==> src/rtl/tmr_error_monitor_if.sv <==
// Readout and error-flag bundle between the TMR error monitor and its
// consumer (slow control / scrub fan-out). The monitor side is the master.
interface tmr_error_monitor_if #(
    parameter int N_CH  = 8,
    parameter int CNT_W = 16
);
    logic [N_CH-1:0]  tmrErr;
    logic             scrub;
    logic             errAny;
    logic             rdReq;
    logic             rdValid;
    logic             rdReady;
    logic [CNT_W-1:0] rdCount;
    logic [N_CH-1:0]  rdFlags;
    logic             rdOverflow;

    modport master (
        input  tmrErr, rdReq, rdReady,
        output scrub, errAny, rdValid, rdCount, rdFlags, rdOverflow
    );

    modport slave (
        output tmrErr, rdReq, rdReady,
        input  scrub, errAny, rdValid, rdCount, rdFlags, rdOverflow
    );
endinterface

==> src/rtl/tmr_error_monitor.sv <==
// TMR error monitor: detects rising edges on voter mismatch flags, keeps a
// saturating event count plus sticky per-channel flags, stretches a scrub
// pulse after every event and hands out a clear-on-read snapshot through a
// valid/ready readout.
module tmr_error_monitor #(
    parameter int N_CH      = 8,
    parameter int CNT_W     = 16,
    parameter int SCRUB_LEN = 4
) (
    input  logic              clk,
    input  logic              rst,
    tmr_error_monitor_if.master bus
);
    localparam int POP_W = $clog2(N_CH + 1);
    // The adder is one bit wider than the counter so clipping can be seen;
    // it is widened further only when the popcount itself would not fit.
    localparam int SUM_W = (CNT_W + 1 > POP_W) ? CNT_W + 1 : POP_W;
    localparam int SCR_W = $clog2(SCRUB_LEN + 1);
    localparam logic [SCR_W-1:0] SCRUB_LOAD = SCR_W'(SCRUB_LEN);
    localparam logic [SUM_W-1:0] CNT_MAX    = (SUM_W'(1) << CNT_W) - SUM_W'(1);

    typedef enum logic {
        S_IDLE  = 1'b0,
        S_VALID = 1'b1
    } state_t;

    function automatic logic [POP_W-1:0] popcount(input logic [N_CH-1:0] v);
        logic [POP_W-1:0] n;
        n = '0;
        for (int i = 0; i < N_CH; i++) begin
            n = n + POP_W'(v[i]);
        end
        return n;
    endfunction

    function automatic logic [CNT_W-1:0] sat_cnt(input logic [SUM_W-1:0] s);
        return (s > CNT_MAX) ? CNT_MAX[CNT_W-1:0] : s[CNT_W-1:0];
    endfunction

    logic [N_CH-1:0]  r_prev;
    logic [CNT_W-1:0] r_cnt;
    logic [N_CH-1:0]  r_flags;
    logic             r_ovf;
    logic             r_err_any;
    logic [SCR_W-1:0] r_scrub_cnt;
    state_t           r_state;
    logic [CNT_W-1:0] r_rd_count;
    logic [N_CH-1:0]  r_rd_flags;
    logic             r_rd_ovf;

    logic [N_CH-1:0]  w_ev;
    logic [POP_W-1:0] w_pop;
    logic [SUM_W-1:0] w_sum;
    logic             w_clip;
    logic [CNT_W-1:0] w_cnt_nxt;
    logic [N_CH-1:0]  w_flags_nxt;
    logic             w_ovf_nxt;
    state_t           w_state_nxt;
    logic             w_snap;

    // Rising-edge events and the live values they produce this cycle
    assign w_ev        = bus.tmrErr & ~r_prev;
    assign w_pop       = popcount(w_ev);
    assign w_sum       = SUM_W'(r_cnt) + SUM_W'(w_pop);
    assign w_clip      = (w_sum > CNT_MAX);
    assign w_cnt_nxt   = sat_cnt(w_sum);
    assign w_ovf_nxt   = r_ovf | w_clip;
    assign w_flags_nxt = r_flags | w_ev;

    // Readout FSM next state; a snapshot is taken only on the IDLE request edge
    always_comb begin
        w_state_nxt = r_state;
        w_snap      = 1'b0;
        case (r_state)
            S_IDLE: begin
                if (bus.rdReq) begin
                    w_snap      = 1'b1;
                    w_state_nxt = S_VALID;
                end
            end
            S_VALID: begin
                if (bus.rdReady) begin
                    w_state_nxt = S_IDLE;
                end
            end
            default: w_state_nxt = S_IDLE;
        endcase
    end

    // Readout FSM state register
    always_ff @(posedge clk or posedge rst) begin
        if (rst) begin
            r_state <= S_IDLE;
        end else begin
            r_state <= w_state_nxt;
        end
    end

    // Previous tmrErr sample for edge detection; cleared so a line high at release counts
    always_ff @(posedge clk or posedge rst) begin
        if (rst) begin
            r_prev <= '0;
        end else begin
            r_prev <= bus.tmrErr;
        end
    end

    // Live counter/flags: restart from zero on a snapshot, the current events go to the snapshot
    always_ff @(posedge clk or posedge rst) begin
        if (rst) begin
            r_cnt     <= '0;
            r_flags   <= '0;
            r_ovf     <= 1'b0;
            r_err_any <= 1'b0;
        end else if (w_snap) begin
            r_cnt     <= '0;
            r_flags   <= '0;
            r_ovf     <= 1'b0;
            r_err_any <= 1'b0;
        end else begin
            r_cnt     <= w_cnt_nxt;
            r_flags   <= w_flags_nxt;
            r_ovf     <= w_ovf_nxt;
            r_err_any <= |w_flags_nxt;
        end
    end

    // Snapshot registers hold their value until the next request is taken
    always_ff @(posedge clk or posedge rst) begin
        if (rst) begin
            r_rd_count <= '0;
            r_rd_flags <= '0;
            r_rd_ovf   <= 1'b0;
        end else if (w_snap) begin
            r_rd_count <= w_cnt_nxt;
            r_rd_flags <= w_flags_nxt;
            r_rd_ovf   <= w_ovf_nxt;
        end
    end

    // Scrub down-counter, reloaded by every event so bursts stretch the pulse
    always_ff @(posedge clk or posedge rst) begin
        if (rst) begin
            r_scrub_cnt <= '0;
        end else if (|w_ev) begin
            r_scrub_cnt <= SCRUB_LOAD;
        end else if (r_scrub_cnt != '0) begin
            r_scrub_cnt <= r_scrub_cnt - SCR_W'(1);
        end
    end

    assign bus.scrub      = (r_scrub_cnt != '0);
    assign bus.errAny     = r_err_any;
    assign bus.rdValid    = (r_state == S_VALID);
    assign bus.rdCount    = r_rd_count;
    assign bus.rdFlags    = r_rd_flags;
    assign bus.rdOverflow = r_rd_ovf;

endmodule

==> src/flat_wrapper.sv <==
// flat-port wrapper written by rule: the top's interface ports become plain ports
module tmr_error_monitor_flat 
#(
    parameter int N_CH      = 8,
    parameter int CNT_W     = 16,
    parameter int SCRUB_LEN = 4
)
  (clk, rst, bus_tmrErr, bus_rdReq, bus_rdReady, bus_scrub, bus_errAny, bus_rdValid, bus_rdCount, bus_rdFlags, bus_rdOverflow);
  tmr_error_monitor_if #(.N_CH(N_CH), .CNT_W(CNT_W)) bus_i ();
  input  logic clk;
  input  logic rst;
  input wire logic [$bits(bus_i.tmrErr)-1:0] bus_tmrErr;
  input wire logic [$bits(bus_i.rdReq)-1:0] bus_rdReq;
  input wire logic [$bits(bus_i.rdReady)-1:0] bus_rdReady;
  output wire logic [$bits(bus_i.scrub)-1:0] bus_scrub;
  output wire logic [$bits(bus_i.errAny)-1:0] bus_errAny;
  output wire logic [$bits(bus_i.rdValid)-1:0] bus_rdValid;
  output wire logic [$bits(bus_i.rdCount)-1:0] bus_rdCount;
  output wire logic [$bits(bus_i.rdFlags)-1:0] bus_rdFlags;
  output wire logic [$bits(bus_i.rdOverflow)-1:0] bus_rdOverflow;
  assign bus_i.tmrErr = bus_tmrErr;
  assign bus_i.rdReq = bus_rdReq;
  assign bus_i.rdReady = bus_rdReady;
  assign bus_scrub = bus_i.scrub;
  assign bus_errAny = bus_i.errAny;
  assign bus_rdValid = bus_i.rdValid;
  assign bus_rdCount = bus_i.rdCount;
  assign bus_rdFlags = bus_i.rdFlags;
  assign bus_rdOverflow = bus_i.rdOverflow;
  tmr_error_monitor #(.N_CH(N_CH), .CNT_W(CNT_W), .SCRUB_LEN(SCRUB_LEN)) u_core (.clk(clk), .rst(rst), .bus(bus_i));
endmodule
==> config.mk <==
export PLATFORM = sky130hd
export DESIGN_NAME = tmr_error_monitor_flat
export DESIGN_NICKNAME = d
export VERILOG_FILES = /design/src/rtl/tmr_error_monitor_if.sv /design/src/rtl/tmr_error_monitor.sv /design/src/flat_wrapper.sv
export SDC_FILE = /design/constraint.sdc
export NUM_CORES = 1
export LEC_CHECK = 0
export CAP_MARGIN = 20
export CORE_MARGIN = 10
export CORE_UTILIZATION = 54
export DETAILED_ROUTE_END_ITERATION = 6
export PLACE_DENSITY = 0.77
export SLEW_MARGIN = 10
export SYNTH_ARGS = -nofsm -noshare
export SYNTH_HDL_FRONTEND = slang
export SYNTH_SLANG_ARGS = --single-unit
==> constraint.sdc <==
create_clock -name clk -period 4.6 [get_ports clk]
set_input_delay 0.92 -clock clk [delete_from_list [all_inputs] [get_ports clk]]
set_output_delay 0.92 -clock clk [all_outputs]
set_load 0.01 [all_outputs]
==> flow_metrics.env <==
export IMPL_ant_nets=0
export IMPL_r2r_setup_slack_ns=0.16
export IMPL_synth_compound_area_share_pct=12.3
export IMPL_clock_root_buffer="clkbuf_8"
export IMPL_num_antenna_cells=0
export IMPL_placementRows=26
export IMPL_synthDistinctLibCells=38
export IMPL_ff2ff_path_depth=16
export IMPL_powerDensity_nw_per_um2=434
export IMPL_ys_flop_type="dfrtp_1"
export IMPL_synth_most_common_cell="dfrtp_1"
export IMPL_whs_ns=0.494
export IMPL_cts_sinks=63
export IMPL_final_setup_skew_ns=0.0194
export IMPL_clkTransAtPathRegs_ns=0.07
export IMPL_synthSimpleGateAreaFrac_pct=16.2
export IMPL_synth_top_family_by_area="simple AND/OR/NAND/NOR gates"
export IMPL_setup_tns_final_ns=-0.272
export IMPL_final_util_pct=82.5
export IMPL_drtIter0Drc=197
export IMPL_grt_max_degree=41
export IMPL_clock_latency_ns=0.35
export IMPL_slew_violations=0
export IMPL_yosys_warnings=0
export IMPL_worstSetupEndpointType="flip-flop"
export IMPL_total_power_mw=1.84
export IMPL_dp_cells=389
export IMPL_tightest_slew_ns=1.01
export IMPL_crit_path_max_fanout=8
export IMPL_place_ws_ns=-0.658
export IMPL_drc_errors=0
export IMPL_rsz0062_at_grt="true"
export IMPL_fin_nets=414
export IMPL_criticalPathCategory="input pin to flip-flop"
export IMPL_async_reset_ff_share_pct=100
export IMPL_ios=40
export IMPL_hold_viol_final=0
export IMPL_tritoncts="done"
export IMPL_fin_crit_ns=4.68
export IMPL_port_buffers=39
export IMPL_gp_congestion=0.859
export IMPL_multi_input_area_um2=1320
export IMPL_grt_total_usage_pct=20.6
export IMPL_clockBufferDepth=2
export IMPL_regArea_um2=1580
export IMPL_arrival_ns=4.90
export IMPL_stdcell_area_um2=4240
export IMPL_hp_start="u_core.bus.rdCount[15]$_DFFE_PP0P_"
export IMPL_dp_hpwl_um=4290
export IMPL_r2r_end="u_core.bus.rdCount[12]$_DFFE_PP0P_"
export IMPL_worst_r2r_startpoint="u_core.r_prev[1]$_DFF_PP0_"
export IMPL_fmax_mhz=213
export IMPL_violations="negative setup slack"
export IMPL_synthTopCellsByCount="dfrtp_1, nor2_1, a21oi_1"
export IMPL_setup_violations=6
export IMPL_vias=2480
export IMPL_avgSynthCellArea_um2=10.5
export IMPL_synth_yosys_seq_area_share_pct=54.9
export IMPL_cp_start_kind="input pin"
export IMPL_synth_top_cell_area_share_pct=54.9
export IMPL_dieArea_um2=8630
export IMPL_area_delta_synth_final_pct=47.8
export IMPL_outcome="complete, but fails checks"
export IMPL_syn_nets=300
export IMPL_max_slew_margin_pct=31.8
export IMPL_fp_dieH_um=92.9
export IMPL_synth_area_um2=2870
export IMPL_period_share_pct=102
export IMPL_yosys_area_share_adder_pct=7.85
export IMPL_fin_ws_ns=-0.0842
export IMPL_fill_cells=305
export IMPL_maxCapViolations=0
export IMPL_cellLeakagePower_nw=1.97
export IMPL_syn_instance_count=273
export IMPL_peakVddDrop_mv=0.305
export IMPL_crit_required_ns=4.81
export IMPL_synth_edf_count=0
export IMPL_synth_area_mux_share_pct=1.05
export IMPL_ys_seq_elements=63
export IMPL_final_cells=462
export IMPL_cts_max_level=3
export IMPL_synth_xor_area_share_pct=3.66
export IMPL_hold_path_depth=2
export IMPL_totalWireLength_um=8830
export IMPL_grt_ovfl_total=0
export IMPL_antenna_found_initial=0
export IMPL_synth_area_leader_cell="dfrtp_1"
export IMPL_dpl_cell_area_um2=3470
export IMPL_die_x_um=92.9
export IMPL_hp_class="flip-flop to flip-flop"
export IMPL_drive_gt1_share_pct=33.2
export IMPL_dr_pass1_iters=4
export IMPL_routed_via_density=5.37
export IMPL_grt_pass1_vias=2670
export IMPL_start_util_pct=55.8
export IMPL_whs_endpoint="u_core.bus.rdCount[15]$_DFFE_PP0P_"
export IMPL_synth_area_leaders="dfrtp_1, nor2_1, a21oi_1"
export IMPL_grt_pass1_wl_um=13800
export IMPL_wl_per_cell_um=19.1
export IMPL_core_area_um2=5140
export IMPL_cts_buffers=9
[worst max-delay path, cell delays in order]
cell and delay (ns):
buf_6 0.09, nor2b_4 0.13, ha_4 0.26, inv_2 0.03, fa_1 0.54, fa_1 0.58
inv_2 0.04, fa_2 0.36, inv_2 0.09, fa_2 0.44, fa_2 0.36, and2b_1 0.24
o21ai_4 0.12, a211oi_2 0.29, mux2i_2 0.30, o21ai_1 0.09
[area by class of cell]
| cell class | instances | share of cell area [%] |
|---|---|---|
| Sequential cell | 63 | 37.2 |
| Multi-Input combinational cell | 182 | 31.2 |
| Timing Repair Buffer | 111 | 22.4 |
| Clock buffer | 14 | 4.54 |
| Tap cell | 70 | 2.06 |
| Inverter | 20 | 1.83 |
| Clock inverter | 2 | 0.826 |
[cells by family (layout without fill, tap and decap cells)]
| logic type | after synthesis | count (layout) |
|---|---|---|
| xor gates and xnor gates | 12 | 12 |
| AOI/OAI and AO/OA | 57 | 57 |
| DFF | 63 | 63 |
| and+or+nand+nor | 95 | 95 |
| muxes | 3 | 3 |
| adders and majority gates | 15 | 15 |
| buffers and inverters | 28 | 147 |
[flip-flops by register name, indices dropped and copies added, names as in the netlist]
name / cells
u_core.bus.errAny: 1
u_core.bus.rdCount: 16
u_core.bus.rdFlags: 8
u_core.bus.rdOverflow: 1
u_core.bus.rdValid: 1
u_core.r_cnt: 16
u_core.r_flags: 8
u_core.r_ovf: 1
u_core.r_prev: 8
u_core.r_scrub_cnt: 3
[where the power goes]
part | internal (mW) | switching, mW
sequential | 0.645 | 0.0582
clock | 0.324 | 0.219
combinational | 0.294 | 0.300
[timing repair]
| action | 4_1_cts | 5_1_grt |
|---|---|---|
| resized for setup | 17 | 25 |
| endpoints found under the setup margin | 34 | 40 |
| cloned | 0 | 0 |
| pin swaps | 8 | 10 |
| buffers inserted | 57 | 3 |
| hold buffers | 0 | 0 |
[how the worst max path moves through the flow]
stage / start / to / slack (ns) / depth (start not counted)
after floorplan: bus_tmrErr[0] / u_core.bus.rdCount[8]$_DFFE_PP0P_ / 0.001 / 17
after global placement: bus_tmrErr[0] / u_core.bus.rdCount[14]$_DFFE_PP0P_ / -0.58 / 16
after detailed placement: bus_tmrErr[1] / u_core.bus.rdCount[12]$_DFFE_PP0P_ / -0.66 / 17
after CTS: bus_tmrErr[1] / u_core.bus.rdCount[12]$_DFFE_PP0P_ / 0.01 / 17
after global routing: bus_tmrErr[1] / u_core.bus.rdCount[12]$_DFFE_PP0P_ / -0.16 / 17
final: bus_tmrErr[0] / u_core.bus.rdCount[12]$_DFFE_PP0P_ / -0.08 / 16
[layout by cell type, fill, tap and decap left out, types with 2 or more instances in the layout]
master	n
clkdlybuf4s50_1	35
o21ai_2	2
nor3_1	2
fa_1	2
nand2_2	2
ha_4	2
a31oi_1	2
inv_2	5
o21ai_1	2
nor2b_1	6
clkbuf_8	14
mux2i_1	2
o21ai_0	8
nand4_1	3
a211oi_2	5
fa_2	3
xnor2_1	7
nand2_1	18
nor2b_4	3
inv_1	13
nand2b_1	5
ha_1	8
a21oi_1	27
nand3_1	4
xor2_1	4
buf_4	71
a21oi_2	4
dfrtp_1	63
nor2_1	40
[routing by layer]
layer	track usage [%]	wire [um]
met5	0	0
met4	15.0	438
met3	5.49	547
met2	33.1	4270
met1	23.0	3570
No activity file was read; power rests on OpenSTA's default activity.
